==> src/rtl/seven_seg_pkg.sv <==
// seven_seg_pkg: segment patterns (active-low, bit6=a..bit0=g), FSM states and the blank BCD code
package seven_seg_pkg;
  localparam logic [6:0] SEG_0     = 7'b0000001;
  localparam logic [6:0] SEG_1     = 7'b1001111;
  localparam logic [6:0] SEG_2     = 7'b0010010;
  localparam logic [6:0] SEG_3     = 7'b0000110;
  localparam logic [6:0] SEG_4     = 7'b1001100;
  localparam logic [6:0] SEG_5     = 7'b0100100;
  localparam logic [6:0] SEG_6     = 7'b0100000;
  localparam logic [6:0] SEG_7     = 7'b0001111;
  localparam logic [6:0] SEG_8     = 7'b0000000;
  localparam logic [6:0] SEG_9     = 7'b0000100;
  localparam logic [6:0] SEG_BLANK = 7'b1111111;
  localparam logic [3:0] BCD_BLANK = 4'hF;
  typedef enum logic [1:0] {S_IDLE, S_SETTLE, S_CAPTURE, S_RELEASE} state_t;
endpackage

==> src/rtl/seven_seg_pattern_decode.sv <==
// seven_seg_pattern_decode: maps a 7-bit active-low segment pattern to BCD, flagging digit/blank
module seven_seg_pattern_decode
  import seven_seg_pkg::*;
(
  input  logic [6:0] seg,
  output logic [3:0] bcd,
  output logic       valid,
  output logic       blank
);
  always_comb begin
    bcd = seg == SEG_0 ? 4'd0 : seg == SEG_1 ? 4'd1 : seg == SEG_2 ? 4'd2 :
          seg == SEG_3 ? 4'd3 : seg == SEG_4 ? 4'd4 : seg == SEG_5 ? 4'd5 :
          seg == SEG_6 ? 4'd6 : seg == SEG_7 ? 4'd7 : seg == SEG_8 ? 4'd8 :
          seg == SEG_9 ? 4'd9 : BCD_BLANK;
    blank = seg == SEG_BLANK;
    valid = bcd != BCD_BLANK;
  end
endmodule

==> src/rtl/seven_seg_scan_decoder.sv <==
// seven_seg_scan_decoder: recovers filtered per-digit BCD from a multiplexed active-low
// seven-segment bus, with blank/valid flags, invalid-pattern errors and frame completion.
module seven_seg_scan_decoder
  import seven_seg_pkg::*;
#(
  parameter int NDIG         = 4,
  parameter int SETTLE       = 4,
  parameter int STABLE_SCANS = 2
) (
  input  logic              clk,
  input  logic              rst,
  input  logic [6:0]        seg_in,
  input  logic [NDIG-1:0]   an_in,
  output logic [4*NDIG-1:0] bcd_out,
  output logic [NDIG-1:0]   digit_valid,
  output logic [NDIG-1:0]   digit_blank,
  output logic              err,
  output logic [2:0]        err_digit,
  output logic              frame_done
);
  localparam int CW = $clog2(SETTLE + 1);
  localparam int MW = $clog2(STABLE_SCANS + 1);
  localparam int IW = $clog2(NDIG);
  logic [6:0] seg_s1_q, seg_s1_d, seg_s2_q, seg_s2_d, seg_p_q, seg_p_d;
  logic [NDIG-1:0] an_s1_q, an_s1_d, an_s2_q, an_s2_d, an_p_q, an_p_d, an_hold_q, an_hold_d;
  logic [NDIG-1:0] seen_q, seen_d, seen_nx, valid_q, valid_d, blank_q, blank_d, sel_oh;
  logic [NDIG-1:0][3:0] cand_q, cand_d, bcd_q, bcd_d;
  logic [NDIG-1:0][MW-1:0] mcnt_q, mcnt_d;
  logic [MW-1:0] mc;
  logic [CW-1:0] cnt_q, cnt_d;
  logic [IW-1:0] sel_idx;
  logic [3:0] dec_bcd;
  logic [2:0] err_digit_q, err_digit_d;
  logic err_q, err_d, frame_q, frame_d, one_hot, changed, dec_valid, dec_blank;
  state_t state_q, state_d;
  // Capture uses the previous-cycle synced values: those are the ones proven stable.
  seven_seg_pattern_decode u_dec (.seg(seg_p_q), .bcd(dec_bcd), .valid(dec_valid), .blank(dec_blank));
  assign one_hot = $onehot(~an_s2_q);
  assign changed = an_s2_q != an_p_q || seg_s2_q != seg_p_q;
  assign sel_oh  = ~an_p_q;
  assign bcd_out = bcd_q;
  assign digit_valid = valid_q;
  assign digit_blank = blank_q;
  assign err = err_q;
  assign err_digit = err_digit_q;
  assign frame_done = frame_q;
  always_comb begin
    sel_idx = '0;
    for (int i = 0; i < NDIG; i++) if (sel_oh[i]) sel_idx = IW'(i);
  end
  always_comb begin
    seg_s1_d = seg_in;
    seg_s2_d = seg_s1_q;
    seg_p_d  = seg_s2_q;
    an_s1_d  = an_in;
    an_s2_d  = an_s1_q;
    an_p_d   = an_s2_q;
    state_d  = state_q;
    cnt_d    = cnt_q;
    an_hold_d = an_hold_q;
    case (state_q)
      S_IDLE: begin
        state_d = one_hot ? S_SETTLE : S_IDLE;
        cnt_d   = CW'(1);
      end
      S_SETTLE: begin
        state_d = !one_hot ? S_IDLE : (!changed && cnt_q == CW'(SETTLE)) ? S_CAPTURE : S_SETTLE;
        cnt_d   = changed ? CW'(1) : cnt_q + CW'(1);
      end
      S_CAPTURE: begin
        state_d   = S_RELEASE;
        an_hold_d = an_p_q;
      end
      default: begin
        state_d = an_s2_q == an_hold_q ? S_RELEASE : one_hot ? S_SETTLE : S_IDLE;
        cnt_d   = CW'(1);
      end
    endcase
  end
  always_comb begin
    cand_d = cand_q;
    mcnt_d = mcnt_q;
    bcd_d = bcd_q;
    valid_d = valid_q;
    blank_d = blank_q;
    err_d = 1'b0;
    err_digit_d = err_digit_q;
    frame_d = 1'b0;
    seen_nx = seen_q | sel_oh;
    seen_d = seen_q;
    mc = cand_q[sel_idx] != dec_bcd ? MW'(1) :
         mcnt_q[sel_idx] == MW'(STABLE_SCANS) ? mcnt_q[sel_idx] : mcnt_q[sel_idx] + MW'(1);
    if (state_q == S_CAPTURE) begin
      frame_d = &seen_nx;
      seen_d = frame_d ? '0 : seen_nx;
      if (!dec_valid && !dec_blank) begin
        err_d = 1'b1;
        err_digit_d = 3'(sel_idx);
      end else begin
        cand_d[sel_idx] = dec_bcd;
        mcnt_d[sel_idx] = mc;
        if (mc == MW'(STABLE_SCANS)) begin
          bcd_d[sel_idx] = dec_bcd;
          valid_d[sel_idx] = dec_valid;
          blank_d[sel_idx] = dec_blank;
        end
      end
    end
  end
  always_ff @(posedge clk or posedge rst) begin
    if (rst) begin
      seg_s1_q <= '1;
      seg_s2_q <= '1;
      seg_p_q <= '1;
      an_s1_q <= '1;
      an_s2_q <= '1;
      an_p_q <= '1;
      an_hold_q <= '1;
      state_q <= S_IDLE;
      cnt_q <= '0;
      cand_q <= '1;
      mcnt_q <= '0;
      bcd_q <= '1;
      valid_q <= '0;
      blank_q <= '0;
      seen_q <= '0;
      err_q <= 1'b0;
      err_digit_q <= '0;
      frame_q <= 1'b0;
    end else begin
      seg_s1_q <= seg_s1_d;
      seg_s2_q <= seg_s2_d;
      seg_p_q <= seg_p_d;
      an_s1_q <= an_s1_d;
      an_s2_q <= an_s2_d;
      an_p_q <= an_p_d;
      an_hold_q <= an_hold_d;
      state_q <= state_d;
      cnt_q <= cnt_d;
      cand_q <= cand_d;
      mcnt_q <= mcnt_d;
      bcd_q <= bcd_d;
      valid_q <= valid_d;
      blank_q <= blank_d;
      seen_q <= seen_d;
      err_q <= err_d;
      err_digit_q <= err_digit_d;
      frame_q <= frame_d;
    end
  end
endmodule

==> config.mk <==
export PLATFORM = sky130hd
export DESIGN_NAME = seven_seg_scan_decoder
export DESIGN_NICKNAME = d
export VERILOG_FILES = /design/src/rtl/seven_seg_pkg.sv /design/src/rtl/seven_seg_pattern_decode.sv /design/src/rtl/seven_seg_scan_decoder.sv
export SDC_FILE = /design/constraint.sdc
export NUM_CORES = 1
export LEC_CHECK = 0
export CAP_MARGIN = 20
export CORE_ASPECT_RATIO = 0.8
export CORE_MARGIN = 1
export CORE_UTILIZATION = 45
export CTS_BUF_LIST = sky130_fd_sc_hd__clkbuf_4 sky130_fd_sc_hd__clkbuf_8 sky130_fd_sc_hd__clkbuf_16
export CTS_CLUSTER_SIZE = 24
export DETAILED_ROUTE_END_ITERATION = 6
export GPL_TIMING_DRIVEN = 0
export PLACE_DENSITY = 0.65
export SLEW_MARGIN = 30
export SYNTH_ARGS = -nofsm -noshare
export SYNTH_HDL_FRONTEND = slang
export SYNTH_SLANG_ARGS = --single-unit
==> constraint.sdc <==
create_clock -name clk -period 9 [get_ports clk]
set_input_delay 0.9 -clock clk [delete_from_list [all_inputs] [get_ports clk]]
set_output_delay 0.9 -clock clk [all_outputs]
set_load 0.01 [all_outputs]
### Word-level counts from Yosys, hierarchy flattened

Index checks and enable logic that the tools add are counted.

| cells by class | value |
|---|---|
| add/subtract/negate cells | 5 |
| $lt $le $gt $ge | 2 |
| equal/unequal tests | 21 |
| muxes and demuxes | 41 |
| bitwise logic cells | 4 |
| reductions and logical operators | 13 |

Operator list:

| operator | number |
|---|---|
| 4-bit two-way mux | 12 |
| 16-bit bitwise mux | 2 |
| 7-bit equality test, second input constant | 3 |
| 2-bit two-way mux | 9 |
| 7-bit by 3-bit equality test with 1-bit output, second input constant | 2 |
| 7-bit by 6-bit equality test with 1-bit output, second input constant | 2 |
| 4-bit binary-select mux with 2-bit select | 1 |
| 4-bit bitwise mux | 2 |
| 8-bit bitwise mux | 1 |
| 4-bit demux with 2-bit select | 1 |
| 4-bit inequality test | 2 |
| 4-bit NOT | 2 |
| 7-bit by 1-bit equality test with 1-bit output, second input constant | 1 |
| 7-bit by 4-bit equality test with 1-bit output, second input constant | 1 |
| 7-bit by 5-bit equality test with 1-bit output, second input constant | 1 |
| 7-bit logical NOT | 1 |
| 7-bit inequality test | 1 |
| 2-bit equality test, second input constant | 3 |
| 1-bit two-way mux | 6 |
| 3-bit two-way mux | 2 |
| 2-bit one-hot mux with 3 select lines | 1 |
| 3-bit one-hot mux with 2 select lines | 1 |
| 1-bit by 1-bit adder with 2-bit output | 2 |
| 2-bit binary-select mux with 2-bit select | 1 |
| other kinds (21) | 26 |

| storage, ports and cells | value |
|---|---|
| bits in registers | 98 |
| bits of input ports | 13 |
| output and inout port bits | 29 |
| logic and storage cells | 113 |

### Longest topological paths before layout

| depth | value |
|---|---|
| depth after elaboration | 16 |
| gate-level depth with buffers | 11 |
| mapped depth without buffers | 8 |

### By module

A second synthesis with hierarchy kept.

| second synthesis, totals | value |
|---|---|
| cells, all modules | 336 |
| area total of the unflattened synthesis | 4307.9 µm² |

By module, submodules not included:

| module | times used | cells each | area each (µm²) | sequential area each (µm²) |
|---|---|---|---|---|
| seven_seg_scan_decoder | 1 | 297 | 4056.4 | 2538.7 |
| seven_seg_pattern_decode | 1 | 39 | 251.5 | 0.0 |

### Worst setup path after synthesis

OpenSTA, ideal clock, no wires.

| timing path | value |
|---|---|
| path kind | reg-to-reg |
| start point | register an_p_q[2] |
| end point | register blank_q[1], in the netlist digit_blank[1] |
| library setup time | 0.125 ns |
| arrival time | 2.738 ns |
| required time | 8.875 ns |
| slack | 6.137 ns |
| stages on the path, launching flop included | 12 |
| path buffers | 3 |
| period minus slack after synthesis | 2.863 ns |
| path through | dfstp_2 -> clkbuf_1 -> clkbuf_1 -> nor2_1 -> a211oi_1 -> a21oi_1 -> ha_1 -> o21bai_1 -> nor4b_4 -> and3_1 -> buf_6 -> mux2_4 |

| between the ends | value |
|---|---|
| longest elaborated chain between the ends | 10 |
| elaborated cells between the ends (all ways) | 20 |
| classes of those cells | add/sub (1); order compare (2); eq/ne (3); mux (11); bitwise (1); reduce/logical (2) |

Ends and longest elaborated chain:

| what | RTL line | RTL |
|---|---|---|
| start: declaration | seven_seg_scan_decoder.sv:25 | `logic [NDIG-1:0] an_s1_q, an_s1_d, an_s2_q, an_s2_d, an_p_q, an_p_d, an_hold_q, an_hold_d;` |
| start signal: assignment | seven_seg_scan_decoder.sv:136 | `an_p_q <= an_p_d;` |
| 4-bit NOT * | seven_seg_scan_decoder.sv:40 | `assign sel_oh = ~an_p_q;` |
| 2-bit two-way mux * (2 in a row) | seven_seg_scan_decoder.sv:49 | `for (int i = 0; i < NDIG; i++) if (sel_oh[i]) sel_idx = IW'(i);` |
| 2-bit binary-select mux with 2-bit select | seven_seg_scan_decoder.sv:92 | `mcnt_q[sel_idx] == MW'(STABLE_SCANS) ? mcnt_q[sel_idx] : mcnt_q[sel_idx] + MW'(1);` |
| 2-bit two-way mux (not written as such) | seven_seg_scan_decoder.sv:92 |  |
| 2-bit by 1-bit adder with 2-bit output / 2-bit equality test (equally long branches) | seven_seg_scan_decoder.sv:92 |  |
| 2-bit two-way mux | seven_seg_scan_decoder.sv:92 |  |
| 2-bit two-way mux | seven_seg_scan_decoder.sv:91 | `mc = cand_q[sel_idx] != dec_bcd ? MW'(1) :` |
| 2-bit equality test | seven_seg_scan_decoder.sv:102 | `if (mc == MW'(STABLE_SCANS)) begin` |
| 3-bit AND reduction (no line) | -- |  |
| end signal: assignment | seven_seg_scan_decoder.sv:144 | `blank_q <= blank_d;` |
| end: declaration | seven_seg_scan_decoder.sv:26 | `logic [NDIG-1:0] seen_q, seen_d, seen_nx, valid_q, valid_d, blank_q, blank_d, sel_oh;` |

Mark *: on every way between the ends. The rest lies on a longest branch, timed or not. The select of a mux whose other input is x is not followed.
A chain may end at the register's enable or synchronous reset.

### Worst setup path in the final report

| timing path | value |
|---|---|
| start point | register an_p_q[2] |
| end point | register blank_q[2], in the netlist digit_blank[2] |

Same word-level chain as after synthesis.

==> impl_metrics.json <==
{
  "synth_top_area_cell": "dfstp_2",
  "maxCapViolations": 0,
  "rsz0062_at_grt": "no",
  "ioPinCount": 42,
  "vias_per_cell": 5.17,
  "vdd_drop_max_mv": 0.130,
  "required_ns": 9.23,
  "first_global_vias": 2780,
  "status": "finished, violations left",
  "die_width_um": 112,
  "path_clk_slew_ns": 0.06,
  "antenna_cells": 0,
  "startpoint_type": "flip-flop",
  "ys_seq_area_share_pct": 58.3,
  "crit_path_end_kind": "flip-flop",
  "finalHoldViolCount": 0,
  "post_drt_wl_per_cell_um": 15.7,
  "hold_path_class": "flip-flop to flip-flop",
  "cts_hold_buf": 0,
  "period_share_pct": 39.2,
  "port_buffers": 40,
  "placed_cell_area_mm2": 0.00493,
  "yosysWarnings": 0,
  "synth-seq-cells": 98,
  "cts_buffer_depth": 2,
  "async_flop_share_pct": 100,
  "num_rows": 31,
  "ant_nets": 0,
  "drtPass1Iterations": 6,
  "final_nets": 434,
  "finalMaxSlewViolations": 0,
  "post_synth_num_cell_types": 55,
  "failed_checks": "design-rule violations",
  "die_area_mm2": 0.0101,
  "grt_max_degree": 68,
  "slew_headroom_pct": 55.4,
  "grt_overflow": 0,
  "start_util_pct": 47.2,
  "synth-edff-count": 0,
  "synthCells": 363,
  "finalCriticalPeriod_ns": 3.52,
  "area_growth_pct": 20.1,
  "first_iter_violations": 153,
  "cts_resized": 0,
  "p_leak_nw": 2.22,
  "drc": 3,
  "grt_pass1_wl_um": 14500,
  "clock.fmax_ghz": 0.284,
  "post-cts-setup-buffers": 0,
  "crit_fanout": 10,
  "p_per_area_mw_per_mm2": 170,
  "routed_wl_um": 8390,
  "syn_nets": 382,
  "setup_viol": 0,
  "vias": 2764,
  "cts.sink_count": 98,
  "final_cell_area_mm2": 0.00523,
  "clock-root-buffer": "clkbuf_16",
  "worstMarginPinSlew_ns": 0.663,
  "fin_skew_ns": 0.00726,
  "clkLatencyLatePin_ns": 0.34,
  "synth_top_area_share_pct": 41.6,
  "dpl.hpwl_um": 5860,
  "grt_use_total_pct": 18.7,
  "dieHeight_um": 90.0,
  "synth_area_leaders": "dfstp_2, dfrtp_1, mux2_4",
  "place_congestion": 0.791,
  "critPathArrivalTime_ns": 3.75,
  "netlist_area_mm2": 0.00436,
  "antenna_found_initial": 0,
  "finalSetupTns_ns": 0,
  "drive_gt1_share_pct": 30.2,
  "synthFlopType": "dfstp_2",
  "h-tree-depth": 3,
  "cts_tree": "done",
  "power_mw": 0.888,
  "cts_inserted_buffers": 9,
  "critPathKind": "flip-flop to flip-flop",
  "core_mm2": 0.00923,
  "synth_area_per_cell_um2": 12.0,
  "utilization_pct": 56.7
}
-- synth_stat cells (2+ instances only) --
cell       n
or3_1      4
nor2_1    23
xor2_1    15
and3_1     4
o22ai_1    3
a31oi_1    3
inv_1     13
a21oi_1   12
a22oi_1    2
nand3_1    3
buf_6      6
nand2b_1   2
mux2_1     4
buf_2      5
o211a_1    2
o21ai_1    5
ha_1       5
and2_1     2
nor2b_1    3
clkbuf_1  10
nor3_1    10
mux2_2     2
o21ai_0   25
dfstp_2   69
mux2_4    18
a211oi_1   5
nand2_1   39
dfrtp_1   29
mux2i_1    6
buf_4      2
o211ai_1   2
nor4_1     3
a21o_1     2
xnor2_1    4
-- metrics by stage --
stage / worst slack [ns] / cells / hold WS, ns
6_report: 5.48 / 535 / 0.356
5_1_grt: 5.28 / 535 / 0.361
4_1_cts: 5.52 / 535 / 0.357
3_5_place_dp: 5.54 / 519 / 0.347
3_3_place_gp: 4.25 / 518 / 0.346
2_1_floorplan: 5.65 / 363 / 0.345
-- cell usage in the layout, fill, tap and decap left out, types with 4 or more instances in the layout --
master / netlist / routed
clkbuf_1: 10 / 10
o21ai_1: 5 / 5
buf_2: 5 / 5
o21ai_0: 25 / 25
nand2_1: 39 / 39
dfstp_2: 69 / 69
dfrtp_1: 29 / 29
and3_1: 4 / 4
a21oi_1: 12 / 12
xnor2_1: 4 / 4
nor3_1: 10 / 10
nor2_1: 23 / 23
mux2_1: 4 / 4
clkbuf_16: 0 / 10
mux2i_1: 6 / 6
a211oi_1: 5 / 5
xor2_1: 15 / 15
clkdlybuf4s50_1: 0 / 40
or3_1: 4 / 4
mux2_4: 18 / 18
inv_1: 13 / 12
buf_6: 6 / 6
ha_1: 5 / 5
-- cell families after synthesis --
group,Yosys count,share of synthesized area (%)
simple gates,102,11.8
flops,98,58.3
compound gates,70,10.4
buf+inv,37,4.54
mux,30,9.14
xor+xnor,19,3.82
fa+ha+maj,6,1.90
other cells,1,0.0861
-- sequential cells by signal (all words and copies together), names as in the netlist, 4 cells and up --
register     flops
seen_q           4
seg_s1_q         7
an_s1_q          4
an_p_q           4
cand_q          16
digit_blank      4
seg_p_q          7
seg_p_d          7
bcd_out         16
an_hold_q        4
an_p_d           4
digit_valid      4
mcnt_q           8
-- per-layer routing --
layer / global-route usage [%] / up-vias / routed length [µm]
li1: - / 1350 / -
met1: 27.7 / 1346 / 4260
met3: 4.65 / 9 / 375
met4: 5.33 / 0 / 89
met5: 0 / - / 0
met2: 27.1 / 59 / 3660
-- critical path, stage by stage, from the launching register on --
cell	delay, ns
dfstp_2	0.53
clkbuf_1	0.34
clkbuf_1	0.45
nor2_1	0.11
a211oi_1	0.38
a21oi_1	0.08
ha_1	0.20
o21bai_1	0.18
nor4b_4	0.42
and3_1	0.26
buf_6	0.15
mux2_4	0.30
-- area by class of cell --
type,instances,area (µm²)
flip-flops and latches,98,2540
fillers,789,4000
plain buffers,24,149
clock inverters,3,21.3
well taps,115,144
inverters,13,53.8
repair buffers,41,428
clock buffers,13,279
multi-input cells,228,1620
-- power by group --
group / internal (mW) / switching, mW
clock network: 0.218 / 0.156
logic: 0.0207 / 0.0328
registers: 0.456 / 0.00522
-- final timing paths --
path,start,to,slack [ns],cells after the start
worst max-delay path,an_p_q[2],digit_blank[2],5.48,11
worst min-delay path,an_s1_q[3],an_p_d[3],0.36,0
worst max register to register,an_p_q[2],digit_blank[2],5.48,11
worst min register to register,an_s1_q[3],an_p_d[3],0.36,0
max in group asynchronous,rst,bcd_out[15],7.42,3
min in group asynchronous,rst,cnt_q[2],0.91,2
Note: power is estimated with default switching activity, not from simulation.
